==> src/rtl/alu_issue_ctrl.sv <==
// Operand issue stage: buffers ops in a FIFO, issues one per cycle to the
// combinational ALU and captures each result in a registered output slot.
module alu_issue_ctrl #(
    parameter int DEPTH = 4
) (
    input  logic                       clk,
    input  logic                       rst_n,
    input  logic                       in_valid,
    output logic                       in_ready,
    input  logic [15:0]                in_a,
    input  logic [15:0]                in_b,
    input  logic [3:0]                 in_opcode,
    output logic [15:0]                alu_a,
    output logic [15:0]                alu_b,
    output logic [3:0]                 alu_opcode,
    output logic                       alu_en,
    input  logic [15:0]                alu_result,
    output logic                       out_valid,
    input  logic                       out_ready,
    output logic [15:0]                out_result,
    output logic [3:0]                 out_opcode,
    output logic                       out_err,
    output logic [$clog2(DEPTH+1)-1:0] occupancy,
    output logic [15:0]                issue_count
);

    localparam int AW = $clog2(DEPTH);
    localparam int CW = $clog2(DEPTH + 1);

    typedef struct packed {
        logic [15:0] a;
        logic [15:0] b;
        logic [3:0]  op;
    } entry_t;

    entry_t        mem_q [DEPTH];
    entry_t        mem_d [DEPTH];
    entry_t        head;
    logic [AW-1:0] wr_ptr_q, wr_ptr_d;
    logic [AW-1:0] rd_ptr_q, rd_ptr_d;
    logic [CW-1:0] count_q, count_d;
    logic          out_valid_q, out_valid_d;
    logic [15:0]   out_result_q, out_result_d;
    logic [3:0]    out_opcode_q, out_opcode_d;
    logic          out_err_q, out_err_d;
    logic [15:0]   issue_count_q, issue_count_d;
    logic          push;
    logic          issue;
    logic          illegal;

    assign head     = mem_q[rd_ptr_q];
    assign in_ready = rst_n && (count_q != CW'(DEPTH));
    assign push     = in_valid && in_ready;
    // Issue also gated by reset so nothing reaches the ALU while held.
    assign issue    = rst_n && (count_q != '0) && (!out_valid_q || out_ready);

    always_comb begin
        illegal = 1'b1;
        case (head.op)
            4'b0000, 4'b0001, 4'b0010, 4'b0100: illegal = 1'b0;
            default:                            illegal = 1'b1;
        endcase
    end

    always_comb begin
        mem_d         = mem_q;
        wr_ptr_d      = wr_ptr_q;
        rd_ptr_d      = rd_ptr_q;
        count_d       = count_q;
        out_valid_d   = out_valid_q;
        out_result_d  = out_result_q;
        out_opcode_d  = out_opcode_q;
        out_err_d     = out_err_q;
        issue_count_d = issue_count_q;
        if (push) begin
            mem_d[wr_ptr_q] = '{a: in_a, b: in_b, op: in_opcode};
            wr_ptr_d        = wr_ptr_q + AW'(1);
        end
        if (issue) begin
            rd_ptr_d      = rd_ptr_q + AW'(1);
            out_valid_d   = 1'b1;
            out_result_d  = alu_result;
            out_opcode_d  = head.op;
            out_err_d     = illegal;
            issue_count_d = issue_count_q + 16'd1;
        end else if (out_valid_q && out_ready) begin
            out_valid_d = 1'b0;
        end
        if (push && !issue) begin
            count_d = count_q + CW'(1);
        end else if (issue && !push) begin
            count_d = count_q - CW'(1);
        end
    end

    always_ff @(posedge clk) begin
        mem_q <= mem_d;
    end

    always_ff @(posedge clk) begin
        if (!rst_n) begin
            wr_ptr_q      <= '0;
            rd_ptr_q      <= '0;
            count_q       <= '0;
            out_valid_q   <= 1'b0;
            out_result_q  <= '0;
            out_opcode_q  <= '0;
            out_err_q     <= 1'b0;
            issue_count_q <= '0;
        end else begin
            wr_ptr_q      <= wr_ptr_d;
            rd_ptr_q      <= rd_ptr_d;
            count_q       <= count_d;
            out_valid_q   <= out_valid_d;
            out_result_q  <= out_result_d;
            out_opcode_q  <= out_opcode_d;
            out_err_q     <= out_err_d;
            issue_count_q <= issue_count_d;
        end
    end

    assign alu_en      = issue;
    assign alu_a       = issue ? head.a : '0;
    assign alu_b       = issue ? head.b : '0;
    assign alu_opcode  = issue ? head.op : '0;
    assign out_valid   = out_valid_q;
    assign out_result  = out_result_q;
    assign out_opcode  = out_opcode_q;
    assign out_err     = out_err_q;
    assign occupancy   = count_q;
    assign issue_count = issue_count_q;

endmodule

==> config.mk <==
export PLATFORM = sky130hd
export DESIGN_NAME = alu_issue_ctrl
export DESIGN_NICKNAME = d
export VERILOG_FILES = /design/src/rtl/alu_issue_ctrl.sv
export SDC_FILE = /design/constraint.sdc
export NUM_CORES = 1
export LEC_CHECK = 0
export BUFFER_PORTS_ARGS = -buffer_cell sky130_fd_sc_hd__buf_4
export CORE_MARGIN = 5
export CORE_UTILIZATION = 50
export DETAILED_ROUTE_END_ITERATION = 12
export PLACE_DENSITY = 0.72
export SLEW_MARGIN = 20
export SYNTH_ARGS = -nofsm -noshare
export SYNTH_HDL_FRONTEND = slang
export SYNTH_SLANG_ARGS = --single-unit
==> constraint.sdc <==
create_clock -name clk -period 3.15 [get_ports clk]
set_input_delay 0.63 -clock clk [delete_from_list [all_inputs] [get_ports clk]]
set_output_delay 0.63 -clock clk [all_outputs]
set_load 0.1 [all_outputs]
==> flow_summary.json <==
{
  "min_from": "alu_result[4]",
  "vias": 4354,
  "cts_root_buf": "clkbuf_16",
  "ctsHtreeMaxLevel": 4,
  "cts_tree": "yes",
  "yosysMostFrequentCell": "edfxtp_1",
  "syn_nets": 521,
  "peakVddDrop_mv": 0.522,
  "die_h_um": 132,
  "synthFlopType": "edfxtp_1",
  "critPathLaunchType": "flip-flop",
  "outcome": "complete, no violations",
  "hold_path_depth": 3,
  "dr.first_iter.drc_count": 433,
  "numCtsBuffers": 17,
  "initial_core_util_pct": 51.0,
  "path_cells": "or3_1, nand3_4, inv_4, and2_1, buf_4",
  "cts.sinks": 189,
  "grt_pass1_wl_mm": 24.5,
  "muxShareOfSynthArea_pct": 11.9,
  "netlist_instances": 458,
  "clock_latency_ns": 0.44,
  "io_buffers": 134,
  "grt_pass1_vias": 4622,
  "gp_congestion": 0.798,
  "synthArstFlopShare_pct": 0,
  "synth.top_cell.area_share_pct": 58.3,
  "clock_path_buffers": 2,
  "synth_xor_area_share_pct": 0.827,
  "worst_setup_path_end_kind": "output port",
  "viasPerCell": 5.49,
  "cp.depth": 5,
  "ant_nets": 0,
  "yosys-top-cells-count": "edfxtp_1 (144), nand2_1 (55), dfxtp_1 (45)",
  "maxSlewHeadroom_pct": 61.2,
  "path_clk_slew_ns": 0.07,
  "r2r_end": "occupancy[2]$_SDFFE_PN0P_",
  "avgSynthCellArea_um2": 16.2,
  "crit_required_ns": 2.52,
  "drc": 0,
  "hold_violations": 0,
  "max_cap_viol_count": 0,
  "min_path_type": "primary input to flip-flop",
  "grt_start_max_net_pins": 60,
  "gr-total-overflow": 0,
  "grt.total_usage_pct": 18.1,
  "yosys.area_share.simple_pct": 10.5,
  "holdWs_ns": 0.372,
  "synth_cell_type_count": 41,
  "area_growth_pct": 24.8,
  "antenna_found_initial": 0,
  "critPathMaxStageDelay_ns": 0.45,
  "nNetsFinal": 659,
  "drive_gt1_share_pct": 37.3,
  "arrival_ns": 2.32,
  "synth_compound_area_share_pct": 2.43,
  "synth_adder_area_share_pct": 1.28,
  "min_to": "out_result[4]$_SDFFE_PN0P_",
  "detail_route.wl_per_cell_um": 19.1,
  "yosysWarnings": 0,
  "drv_slew": 0,
  "fin_crit_sh_pct": 93.6,
  "power_density_nw_per_um2": 942,
  "r2r_slack_ns": 0.48,
  "num_io_pins": 135,
  "path_buf_inv": 2,
  "critical_path.top_delay_family": "buffers and inverters",
  "die_area_um2": 17400,
  "drt-pass1-iter-count": 4,
  "coreArea_um2": 14500,
  "synth_area_leaders": "edfxtp_1 (58%), dfxtp_1 (12%), mux4_2 (11%)",
  "r2r_cells": 9,
  "yosysSeqAreaShare_pct": 70.4,
  "finClkSkew_ns": 0.00646,
  "synth_edf_count": 144,
  "slowest_stage": "inv_4",
  "synth_top_family_by_area": "multiplexers",
  "wl_mm": 15.2,
  "dieWidth_um": 132,
  "cts_setup_buffers": 0,
  "critical_path.max_fanout": 59,
  "fin_crit_ns": 2.95,
  "rsz0062_at_grt": "no",
  "rr_startpoint": "occupancy[2]$_SDFFE_PN0P_",
  "synth_top_area_cell": "edfxtp_1",
  "dp_hpwl_mm": 9.71,
  "p_leak_nw": 3.44,
  "fin_tns_setup_ns": 0,
  "antenna_cells": 0,
  "worstMarginPinSlew_ns": 0.581,
  "netlist_area_um2": 7420,
  "synth.ff_latch_count": 189,
  "fmax_ghz": 0.339,
  "path_class": "flip-flop to output port",
  "finalSetupViolCount": 0,
  "core.rowCount": 44
}
metrics by stage:
step                instances  setup WS [ns]  power [W]  utilization, %  cell area (um^2)
finish                    793          0.202    0.00872            63.7              9260
global route              793         0.0346    0.00907            63.7              9260
CTS                       793          0.167    0.00882            63.7              9260
detailed placement        761          0.204    0.00668            59.6              8670
global placement          761          0.267    0.00664            59.6              8670
floorplan                 458          0.260    0.00594               -              7430
worst max path at each step:
| stage | from | to | slack (ns) |
|---|---|---|---|
| after floorplan | out_valid$_SDFFE_PN0P_ | occupancy[2]$_SDFFE_PN0P_ | 0.26 |
| after global placement | out_ready | alu_b[7] | 0.27 |
| after CTS | occupancy[0]$_SDFFE_PN0P_ | alu_b[7] | 0.17 |
| after detailed placement | out_ready | alu_b[14] | 0.20 |
| after global routing | occupancy[0]$_SDFFE_PN0P_ | alu_opcode[2] | 0.03 |
| final | occupancy[0]$_SDFFE_PN0P_ | alu_b[7] | 0.20 |
cells by family after synthesis:
group	after synthesis
flip-flops	189
XOR/XNOR	7
buffers and inverters	37
AND/OR/NAND/NOR	147
adder cells (fa/ha/maj)	7
AO/OA/AOI/OAI	28
multiplexers	43
layout by cell type (no fill, tap or decap), types with 7 or more instances in the layout:
cell type,netlist,layout
a21oi_1,11,10
and2_1,36,30
buf_4,5,137
clkbuf_16,0,17
dfxtp_1,45,40
edfxtp_1,144,144
inv_1,11,11
inv_6,0,7
mux2i_1,7,7
mux4_2,36,36
nand2_1,55,55
nand3_1,21,21
nor2_1,8,8
state kept, by name, indices dropped and copies added (netlist names):
register and count:
wr_ptr_q 2, issue_count 16, occupancy 3, out_opcode 4
mem_q 144, rd_ptr_q 2, out_err 1, out_result 16
out_valid 1
worst register-to-register path: stages, from the launching register on:
cell and delay, ns:
dfxtp_2 0.35, or3_1 0.54, nand3_4 0.16, buf_4 0.29
ha_1 0.24, inv_1 0.06, fa_1 0.37, xor2_1 0.16
or3_1 0.30, a21oi_1 0.14
power breakdown:
part / internal (W) / switching (W)
clock network: 0.00118 / 0.000949
registers: 0.00294 / 0.000170
logic: 0.000901 / 0.00257
total: 0.00502 / 0.00369
cell type report:
| cell class | count | area [um^2] |
|---|---|---|
| clock buffer | 17 | 425 |
| fill | 1065 | 5280 |
| clock inverter | 15 | 160 |
| inverter | 13 | 51.3 |
| timing repair buffer | 143 | 1150 |
| tap | 184 | 230 |
| multi-input combinational | 232 | 2010 |
| sequential | 189 | 5230 |
what timing repair did:
action | CTS | global route
hold buffers | 0 | 0
gates resized for setup | 1 | 0
endpoints found under the setup margin | 36 | 0
metal layers:
layer,global-route usage [%],vias to the layer above,part of all wire (%)
li1,-,2009,-
met1,22.7,2156,42
met2,29.0,170,49
met3,6.95,19,7.8
met4,6.00,0,1.4
met5,0,-,0
No activity file was read; power rests on OpenSTA's default activity.
